$ cat config.mk
export PLATFORM = sky130hd
export DESIGN_NAME = collatz_seq_flat
export DESIGN_NICKNAME = d
export VERILOG_FILES = /design/src/rtl/collatz_seq_if.sv /design/src/rtl/collatz_seq.sv /design/src/flat_wrapper.sv
export SDC_FILE = /design/constraint.sdc
export NUM_CORES = 1
export LEC_CHECK = 0
export ABC_AREA = 1
export CORE_AREA = 2 2 82 84
export DETAILED_ROUTE_END_ITERATION = 12
export DIE_AREA = 0 0 84 86
export GPL_ROUTABILITY_DRIVEN = 1
export PLACE_DENSITY = 0.76
export RECOVER_POWER = 50
export SLEW_MARGIN = 20
export SYNTH_ARGS = -nofsm -noshare
export SYNTH_HDL_FRONTEND = slang
export SYNTH_SLANG_ARGS = --single-unit
$ cat constraint.sdc
create_clock -name clk -period 3.88 [get_ports clk]
set_clock_uncertainty 0.1 [all_clocks]
set_input_delay 0.97 -clock clk [delete_from_list [all_inputs] [get_ports clk]]
set_output_delay 0.97 -clock clk [all_outputs]
set_load 0.005 [all_outputs]
$ cat src/rtl/collatz_seq_if.sv
// collatz_seq_if: pin bundle between a controller and the Collatz engine.
//
// Handshake: there is no valid/ready pair. The controller drives `load` and
// `start` as levels, and the engine samples them on every rising clock edge
// while it is not in RUN. `load` has priority over `start`. The controller
// sees that an iteration has finished when `busy` falls and either `done` or
// `err` rises. `sel` may change at any time, and `out` follows it
// combinationally.
//
// Signals:
//   n, load, start, sel       controller -> engine
//   out, busy, done, err      engine -> controller
//   dbg_state                 engine FSM state, for observation only
interface collatz_seq_if #(
  parameter int CNT_W = 8
);
  localparam int SEL_W = (CNT_W > 4) ? $clog2(CNT_W / 4) : 1;

  logic             n;
  logic             load;
  logic             start;
  logic [SEL_W-1:0] sel;
  logic [3:0]       out;
  logic             busy;
  logic             done;
  logic             err;
  logic [1:0]       dbg_state;

  modport master (
    output n, load, start, sel,
    input  out, busy, done, err, dbg_state
  );

  modport slave (
    input  n, load, start, sel,
    output out, busy, done, err, dbg_state
  );
endinterface

$ cat src/rtl/collatz_seq.sv
// collatz_seq: iterative Collatz engine.
//
// A start value is shifted in MSB-first on bus.n while bus.load=1. A level
// on bus.start (with load=0) copies the value into the iteration register.
// The engine then applies one Collatz step per clock and counts the steps
// until the value reaches 1. The step count is read back one nibble at a
// time on bus.out, selected by bus.sel.
//
// Ports:
//   clk    rising-edge clock
//   rst_n  asynchronous active-low reset
//   bus    collatz_seq_if.slave: n, load, start, sel in; out, busy, done,
//          err, dbg_state out
module collatz_seq #(
  parameter int WIDTH = 16,
  parameter int CNT_W = 8
) (
  input  logic          clk,
  input  logic          rst_n,
  collatz_seq_if.slave  bus
);
  localparam logic [1:0] S_IDLE = 2'd0;
  localparam logic [1:0] S_RUN  = 2'd1;
  localparam logic [1:0] S_DONE = 2'd2;
  localparam logic [1:0] S_ERR  = 2'd3;

  logic [1:0]       state, state_nxt;
  logic [WIDTH-1:0] shreg, shreg_nxt;
  logic [WIDTH-1:0] value, value_nxt;
  logic [CNT_W-1:0] steps, steps_nxt;
  logic             busy_q, done_q, err_q;

  // 3*value+1 gets two guard bits so that an overflow past WIDTH can be seen.
  logic [WIDTH+1:0] triple;

  always_comb begin
    state_nxt = state;
    shreg_nxt = shreg;
    value_nxt = value;
    steps_nxt = steps;
    triple    = {2'b00, value} + {1'b0, value, 1'b0} + (WIDTH+2)'(1);

    case (state)
      S_RUN: begin
        if (value == WIDTH'(1)) begin
          state_nxt = S_DONE;
        end else if (steps == {CNT_W{1'b1}}) begin
          state_nxt = S_ERR;
        end else if (!value[0]) begin
          value_nxt = value >> 1;
          steps_nxt = steps + CNT_W'(1);
        end else if (triple[WIDTH+1:WIDTH] != 2'b00) begin
          // 3n+1 does not fit: stop, and leave value/steps as they were.
          state_nxt = S_ERR;
        end else begin
          value_nxt = triple[WIDTH-1:0];
          steps_nxt = steps + CNT_W'(1);
        end
      end
      default: begin
        if (bus.load) begin
          shreg_nxt = {shreg[WIDTH-2:0], bus.n};
          if (state != S_IDLE) begin
            // Starting a reload clears the result of the previous run.
            state_nxt = S_IDLE;
            steps_nxt = '0;
          end
        end else if (bus.start) begin
          // shreg is kept, so a repeated start re-runs the same value.
          value_nxt = shreg;
          steps_nxt = '0;
          state_nxt = (shreg != '0) ? S_RUN : S_ERR;
        end
      end
    endcase
  end

  always_ff @(posedge clk or negedge rst_n) begin
    if (!rst_n) begin
      state  <= S_IDLE;
      shreg  <= '0;
      value  <= '0;
      steps  <= '0;
      busy_q <= 1'b0;
      done_q <= 1'b0;
      err_q  <= 1'b0;
    end else begin
      state  <= state_nxt;
      shreg  <= shreg_nxt;
      value  <= value_nxt;
      steps  <= steps_nxt;
      // The flags are registered from the next state, so they change on
      // the same edge as state.
      busy_q <= (state_nxt == S_RUN);
      done_q <= (state_nxt == S_DONE);
      err_q  <= (state_nxt == S_ERR);
    end
  end

  // Nibble select. steps is zero-padded to 16 bits, so out-of-range select
  // values read as zero.
  logic [15:0] steps_ext;
  logic [1:0]  sel2;

  always_comb begin
    steps_ext              = '0;
    steps_ext[CNT_W-1:0]   = steps;
    sel2                   = 2'(bus.sel);
  end

  assign bus.out       = steps_ext[{sel2, 2'b00} +: 4];
  assign bus.busy      = busy_q;
  assign bus.done      = done_q;
  assign bus.err       = err_q;
  assign bus.dbg_state = state;
endmodule
$ cat src/flat_wrapper.sv
// flat-port wrapper written by rule: the top's interface ports become plain ports
module collatz_seq_flat 
#(
  parameter int WIDTH = 16,
  parameter int CNT_W = 8
)
  (clk, rst_n, bus_n, bus_load, bus_start, bus_sel, bus_out, bus_busy, bus_done, bus_err, bus_dbg_state);
  collatz_seq_if #(.CNT_W(CNT_W)) bus_i ();
  input  logic clk;
  input  logic rst_n;
  input wire logic [$bits(bus_i.n)-1:0] bus_n;
  input wire logic [$bits(bus_i.load)-1:0] bus_load;
  input wire logic [$bits(bus_i.start)-1:0] bus_start;
  input wire logic [$bits(bus_i.sel)-1:0] bus_sel;
  output wire logic [$bits(bus_i.out)-1:0] bus_out;
  output wire logic [$bits(bus_i.busy)-1:0] bus_busy;
  output wire logic [$bits(bus_i.done)-1:0] bus_done;
  output wire logic [$bits(bus_i.err)-1:0] bus_err;
  output wire logic [$bits(bus_i.dbg_state)-1:0] bus_dbg_state;
  assign bus_i.n = bus_n;
  assign bus_i.load = bus_load;
  assign bus_i.start = bus_start;
  assign bus_i.sel = bus_sel;
  assign bus_out = bus_i.out;
  assign bus_busy = bus_i.busy;
  assign bus_done = bus_i.done;
  assign bus_err = bus_i.err;
  assign bus_dbg_state = bus_i.dbg_state;
  collatz_seq #(.WIDTH(WIDTH), .CNT_W(CNT_W)) u_core (.clk(clk), .rst_n(rst_n), .bus(bus_i));
endmodule
# After elaboration in Yosys (flattened, before gate mapping)
# Index checks and enable logic that the tools add are counted.
# Widths: inputs -> output; s select.
# classes
muxes,24
eq_ne,11
div_mod_pow,0
n_lt_le_gt_ge,0
n_reduce_logical,9
bitwise,1
addsub,3
mul,0
n_shift,1
# op_table
op,n
$mux 16,7
$mux 8,8
$add 16x17->18,1
$add 18x1->18 const B,1
$mux 2,9
$eq 16x1->1 const B,1
$reduce_bool 16->1,1
$shiftx 16x4->4,1
$reduce_and 5->1,2
$add 8x1->8 const B,1
$eq 8x8->1 const B,1
$reduce_bool 2->1,3
$eq 2x1->1 const B,2
$eq 2x2->1 const B,2
$ne 2x2->1 const B,2
$reduce_and 4->1,1
$ne 3x1->1 const B,1
$ne 3x3->1 const B,1
$reduce_bool 3->1,1
$ne 2x1->1 const B,1
$reduce_and 2->1,1
$not 1->1,1
# totals
in_bits,6
latchBits,0
output_inout_bits,9
ramBits,0
rom_bits,0
regBits,45
mem_count,0

# Depth between registers and ports, before layout
# Gate-level depths: netlist (run 1).
# depth
ltp_word,9
depth_mapped,18
depth_no_buf,18

# Worst setup path after synthesis (run 1)
# Ideal clock, no wire load.
# synth_path
kind,input to output
start,input port bus_sel
end,output port bus_out[1]
n_path_buf,1
required_ns,2.810
setup_slack_ns,1.436
arrival_time_ns,1.374
path_stages,3
cell_sequence,clkbuf_1 nor2_1 a21oi_1
# synth_between
elab_chain_len,1
# synth_rtl
item,line_no,text
from (decl),flat_wrapper.sv:14,input wire logic [$bits(bus_i.sel)-1:0] bus_sel;
$shiftx 16x4->4,collatz_seq.sv:111,"assign bus.out = steps_ext[{sel2, 2'b00} +: 4];"
to (decl),flat_wrapper.sv:15,output wire logic [$bits(bus_i.out)-1:0] bus_out;
# Every way passes these cells.

# Worst setup path after layout (run 1)
# Ends and elaborated chain as after synthesis.

==> summary.txt, run 1 <==
Place
  – Placed Area: ~0.004 mm2
  – RD Place Congestion: around 0.97
  – Dpl ws: 0.545 ns
  – IO buf count: 14
  – DP HPWL: ~6.7 mm

Logic synthesis
  – Synthesized net count: around 590
  – Yosys reg bits: between 40 and 50
  – Area leader, netlist: dfrtp_1
  – Count leader, synth: nand2_1
  – Synthesized netlist cell count: 556
  – Seq/Total Area, Yosys: 0.301
  – Post-Syn Area: roughly 0.0037 mm2
  – Post-synth EDFFs: 0
  – Synth top area cells: dfrtp_1, nand2_1, ha_1
  – Ys flop type: dfrtp_1
  – Syn_area_per_cell: just under 7 um2
  – Post-synth cell types: 34
  – Yosys warning count: 0
  – Synth top cells by count: nand2_1, inv_1, dfrtp_1, nor2_1, nand3_1
  – Async SR Flop Fraction: 1.00
  – Yosys top cell area share: 0.301

Clocking
  – Clock tree root driver cell: clkbuf_8
  – TritonCTS clock tree: built
  – CTS H-Tree Depth: 2
  – CTS Buffer Depth: 2
  – Worst skew pair latency: 0.30 ns
  – Hold-fix buffers, CTS: 0
  – Clock transition at the registers of the reported paths: around 0.08 ns
  – Clock Sinks: 45
  – TritonCTS Buffers: 5
  – CTS-repair resized insts: 0
  – Setup Buffers After CTS: 0

Die
  – Die width: about 84 um
  – Site Rows: 29
  – Die area: ~0.0072 mm2
  – Die height: around 86 um
  – Initial core utilization: 0.596
  – Core area: 0.00628 mm2
  – # IOs: 15

Power
  – PD cells: between 900 and 1000 mW/mm2
  – Worst VDD drop: around 0.00053 V
  – Leakage power: about 2.1 nW
  – Pwr Total: about 3.8 mW

Setup path
  – CP Launch Point: bus_sel
  – RR Endpoint: u_core.shreg[2]$_DFFE_PN0P_
  – Worst setup SP type: input port
  – FF-to-FF setup slack: about 1.1 ns
  – Setup crit end kind: output pin
  – Worst-path fanout max: 8
  – Required @ worst endpoint: 2.81 ns
  – CP arrival: about 2.3 ns
  – Worst reg2reg path startpoint: u_core.bus.dbg_state[1]$_DFF_PN0_
  – FF-to-FF path depth: 6
  – Kind of critical path: input port to output pin
  – Worst setup path end: bus_out[1]

Cells and area
  – Layout cell share with drive strength beyond 1: 0.0938
  – Nets: about 600
  – Antenna diodes: 0
  – Cell area after layout: approximately 0.004 mm2
  – Filler Cells Inserted: roughly 590
  – Area grow syn2layout: 7.22%
  – Final core utilization: 0.639

Worst hold path
  – Hold_sp: u_core.steps[3]$_DFFE_PN0P_
  – Min-Delay Path Class: flop to flop

Timing
  – Final Hold Vio Count: 0
  – Unrepaired setup endpoints after global routing: false
  – Worst Tran Pin Value: 2.38 ns
  – Post-route minimum period: roughly 3.3 ns
  – Post-route setup slack: ~0.53 ns
  – Endpoints failing setup: 0
  – Final period utilization: 0.863
  – Slew HR: -0.589
  – Max Clk Rate: 299 MHz
  – Final Max Tran Viols: 46
  – Total Negative Setup Slacks: 0 ns

Drt
  – Final ANT Viol Nets: 0
  – TritonRoute pass-1 iters: 5
  – Drt via density: ~5.4
  – Post-route DRC violation count: 0
  – Via count: about 3.5k
  – DR WL/cell: 13.6 um
  – Routed WL: 8.71 mm
  – Detailed Route Iter0 Violations: 230

GRT
  – Largest net degree at the start of global routing: 46
  – Number of global-route vias before repair: 3265
  – First-pass GRT wire length: 15.2 mm
  – Total grt overflow: 0
  – Total GRT Usage: 0.258
  – Initial antenna violation count: 0

Job
  – Maxcap violations: 1

Status
  – Failing checks: max-capacitance violations, max-slew violations
  – Status: complete, but fails checks
[registers in the layout (all words and copies together), names as in the netlist]
register / count
u_core.bus.busy: 1
u_core.bus.dbg_state: 2
u_core.bus.done: 1
u_core.bus.err: 1
u_core.shreg: 16
u_core.steps: 8
u_core.value: 16
[how the worst min path moves through the flow]
stage | end | slack, ns | cells after the start
after CTS | u_core.shreg[10]$_DFFE_PN0P_ | 0.42 | 2
after floorplan | u_core.shreg[5]$_DFFE_PN0P_ | 0.37 | 2
after global placement | u_core.steps[3]$_DFFE_PN0P_ | 0.39 | 2
after global routing | u_core.steps[3]$_DFFE_PN0P_ | 0.45 | 2
final | u_core.steps[3]$_DFFE_PN0P_ | 0.42 | 2
after detailed placement | u_core.shreg[10]$_DFFE_PN0P_ | 0.40 | 2
[worst max-delay path, cell delays in order]
cell	delay [ns]
clkdlybuf4s50_1	0.60
nor2_1	0.08
a21oi_1	0.11
clkdlybuf4s50_1	0.52
[power breakdown]
group	switching [mW]	internal, mW	total [mW]
logic	1.64	0.890	2.53
registers	0.227	0.662	0.889
clock network	0.153	0.187	0.340
[metal layers]
metal | GRT usage | vias up | part of all wire
li1 | - | 1770 | -
met2 | 0.421 | 92 | 0.45
met1 | 0.379 | 1595 | 0.49
met4 | 0.0440 | 0 | 0.0096
met5 | 0 | - | 0
met3 | 0.0279 | 10 | 0.052
[metrics by stage]
step                      std cells  hold slack (ns)
final                           642            0.421
after global routing            642            0.445
after CTS                       642            0.418
after detailed placement        635            0.399
after global placement          635            0.392
after floorplan                 556            0.375
[cell families (layout without fill, tap and decap cells)]
| group | Yosys count | count (layout) | synth area share |
|---|---|---|---|
| compound gates | 70 | 70 | 0.111 |
| buf+inv | 94 | 103 | 0.101 |
| flops | 45 | 45 | 0.301 |
| mux | 1 | 1 | 0.00301 |
| fa+ha+maj | 27 | 27 | 0.0923 |
| simple gates | 311 | 311 | 0.372 |
| xor+xnor | 8 | 8 | 0.0187 |
[placed cells by master (no fill, tap or decap), types with 4 or more instances in the layout]
| master | count |
|---|---|
| clkdlybuf4s50_1 | 13 |
| nand3_1 | 35 |
| o21ai_2 | 8 |
| nor2_2 | 6 |
| inv_2 | 4 |
| ha_1 | 26 |
| nand2_1 | 188 |
| nor4_1 | 5 |
| nand2_4 | 5 |
| nand3b_1 | 5 |
| xnor2_1 | 7 |
| nor2_1 | 40 |
| a21oi_1 | 32 |
| o21ai_0 | 24 |
| dfrtp_1 | 45 |
| nand2_2 | 7 |
| nand4_1 | 7 |
| clkbuf_8 | 5 |
| nand3_2 | 8 |
| inv_1 | 74 |
[area by class of cell]
class                      count  area (um2)  share of cell area
clock buffer                   5        68.8              0.0171
clock inverter                 2        35.0             0.00873
inverter                      79         297              0.0739
multi-input combinational    417        2240               0.558
sequential                    45        1130               0.281
tap                           77        96.3              0.0240
timing repair buffer          17         153              0.0380
No activity file was read; power rests on OpenSTA's default activity.
==> inputs of run 2 (changes only) <==
--- a/config.mk
+++ b/config.mk
@@ -8,7 +8,7 @@
 export ABC_AREA = 1
-export CORE_AREA = 2 2 82 84
+export CORE_AREA = 2 2 59 117
 export DETAILED_ROUTE_END_ITERATION = 12
-export DIE_AREA = 0 0 84 86
+export DIE_AREA = 0 0 61 119
 export GPL_ROUTABILITY_DRIVEN = 1
-export PLACE_DENSITY = 0.76
+export PLACE_DENSITY = 0.75
 export RECOVER_POWER = 50
==> constraint.sdc (replaced) <==
create_clock -name clk -period 3.88 [get_ports clk]
set_clock_uncertainty 0.1 [all_clocks]
set_input_delay 0.388 -clock clk [delete_from_list [all_inputs] [get_ports clk]]
set_output_delay 0.388 -clock clk [all_outputs]
set_load 0.005 [all_outputs]
==> run 2 against run 1 <==
The run still ends with max-capacitance violations, max-slew violations left. Via count is 1.6% lower. Global-route usage down 0.23 points. Worst hold slack worse by 0.010 ns. Cell count rose by 1.6%.
==> summary.txt, run 2 (synthesis gave the netlist of run 1 again) <==
Status
  – Status: complete, but fails checks
  – Failing checks: max-capacitance violations, max-slew violations

Drt
  – TritonRoute pass-1 iters: 5
  – Post-route DRC violation count: 0
  – Drt via density: approximately 5.2
  – DR WL/cell: roughly 13 um
  – Final ANT Viol Nets: 0
  – Detailed Route Iter0 Violations: roughly 230
  – Via count: approximately 3.4k
  – Routed WL: between 8 and 9 mm

Setup path
  – FF-to-FF path depth: 16
  – Kind of critical path: flop to flop
  – Worst setup path end: u_core.value[0]$_DFFE_PN0P_
  – RR Endpoint: u_core.value[0]$_DFFE_PN0P_
  – Crit-path most repeated cell: nand2_1
  – CP Buf/Inv Count: 3
  – Slowest-stage cell, CP: dfrtp_1
  – Worst reg2reg path startpoint: u_core.value[2]$_DFFE_PN0P_
  – Required @ worst endpoint: between 3 and 4 ns
  – Worst-path fanout max: 14
  – CP delay by family, top: simple AND/OR/NAND/NOR gates
  – CP arrival: a little under 3 ns
  – FF-to-FF setup slack: about 1.0 ns
  – Crit path depth: 16
  – Setup crit end kind: flop
  – CP Launch Point: u_core.value[2]$_DFFE_PN0P_
  – Crit path cell chain: inv_1 > ha_1 > nand2_1 > inv_2 > nand2_1 > nand2_1 > nand2_1 > nand2_1 > nand2_1 > nand2_1 > nor2_2 > nand2_4 > a21oi_4 > nand2_1 > nand2_1 > inv_1
  – CP max stage delay: between 0.4 and 0.5 ns
  – Worst setup SP type: flop

Power
  – Leakage power: approximately 2.1 nW
  – PD cells: ~930 mW/mm2
  – Worst VDD drop: about 0.00049 V
  – Pwr Total: about 3.8 mW

Clocking
  – CTS Buffer Depth: 2
  – Worst skew pair latency: 0.28 ns
  – Clock Sinks: 45
  – CTS H-Tree Depth: 2
  – TritonCTS Buffers: 5
  – TritonCTS clock tree: built
  – Clock transition at the registers of the reported paths: roughly 0.060 ns
  – Clock tree root driver cell: clkbuf_16
  – CTS-repair resized insts: 0
  – Setup Buffers After CTS: 0
  – Hold-fix buffers, CTS: 0

GRT
  – Largest net degree at the start of global routing: 46
  – First-pass GRT wire length: 14.5 mm
  – Number of global-route vias before repair: 3207
  – Initial antenna violation count: 0
  – Total GRT Usage: 0.256
  – Total grt overflow: 0

Place
  – Dpl cells: between 600 and 700
  – IO buf count: 14
  – RD Place Congestion: approximately 0.93
  – DP HPWL: 6.55 mm

Timing
  – Unrepaired setup endpoints after global routing: false
  – Final period utilization: 0.732
  – Final Max Tran Viols: between 40 and 50
  – Slew HR: -0.608
  – Max Clk Rate: about 350 MHz
  – Post-route minimum period: between 2 and 3 ns
  – Final Hold Vio Count: 0
  – Worst Tran Pin Value: 2.41 ns
  – Total Negative Setup Slacks: 0 ns
  – Endpoints failing setup: 0

Cells and area
  – Antenna diodes: 0
  – Filler Cells Inserted: approximately 630
  – Fin cells: around 650
  – Commonest non-fill, non-tap cell in the layout: nand2_1
  – Layout cell share with drive strength beyond 1: 0.0904
  – Area grow syn2layout: 8.16%
  – Nets: between 500 and 600
  – Multi-input gate area in the final layout: around 0.0022 mm2
  – Sequential Area: between 0.001 and 0.0015 mm2
  – Most frequent cells in the layout: nand2_1, inv_1, dfrtp_1
  – Regs by FF count: u_core.shreg (16), u_core.value (16), u_core.steps (8)

Die
  – Site Rows: 42
  – Die area: approximately 0.0073 mm2
  – # IOs: 15
  – Die height: between 100 and 150 um
  – Core area: 0.00646 mm2
  – Initial core utilization: 0.579
  – Die width: approximately 61 um

Job
  – Maxcap violations: 1

Worst hold path
  – Min-Delay Path Class: flop to flop
-- run 2: worst min path at each step --
stage	startpoint	to	slack [ns]	cells past startpoint
after floorplan	rst_n	u_core.bus.busy$_DFF_PN0_	-0.008	0
after global placement	u_core.shreg[11]$_DFFE_PN0P_	u_core.shreg[11]$_DFFE_PN0P_	0.39	2
after detailed placement	u_core.steps[3]$_DFFE_PN0P_	u_core.steps[3]$_DFFE_PN0P_	0.40	2
after CTS	rst_n	u_core.bus.busy$_DFF_PN0_	0.21	1
after global routing	u_core.steps[3]$_DFFE_PN0P_	u_core.steps[3]$_DFFE_PN0P_	0.45	2
final	u_core.steps[3]$_DFFE_PN0P_	u_core.steps[3]$_DFFE_PN0P_	0.41	2
-- run 2: per-layer routing --
metal	global-route usage	share of wire
met3	0.0293	0.030
met2	0.417	0.51
met4	0.0693	0.022
met5	0	0
met1	0.351	0.44
-- run 2: tightest hold or removal path, delay by kind of cell (launching register included) --
kind,cells,cell delay (ns)
AOI/OAI and AO/OA,1,0.05
DFF,1,0.36
and+or+nand+nor,1,0.07
-- run 2: layout make-up --
| cell class | instances | share of cell area |
|---|---|---|
| sequential | 45 | 0.278 |
| multi-input combinational | 417 | 0.553 |
| inverter | 79 | 0.0733 |
| timing repair buffer | 15 | 0.0349 |
| tap | 88 | 0.0272 |
| clock buffer | 8 | 0.0337 |
-- run 2: report_power, final --
group / switching (mW) / internal [mW] / leakage [nW] / total (mW)
Sequential: 0.236 / 0.663 / 0.578 / 0.900
Combinational: 1.59 / 0.874 / 1.47 / 2.46
Clock: 0.163 / 0.240 / 0.0652 / 0.402
Total: 1.99 / 1.78 / 2.11 / 3.76
-- run 2: through the flow --
stage	util	instance area, um2	setup WS, ns	hold WS, ns
5_1_grt	0.626	4050	0.748	0.446
2_1_floorplan	-	3740	1.68	-0.00759
3_5_place_dp	0.605	3910	1.06	0.397
4_1_cts	0.626	4050	1.05	0.211
6_report	0.626	4050	1.04	0.411
3_3_place_gp	0.605	3910	1.05	0.392
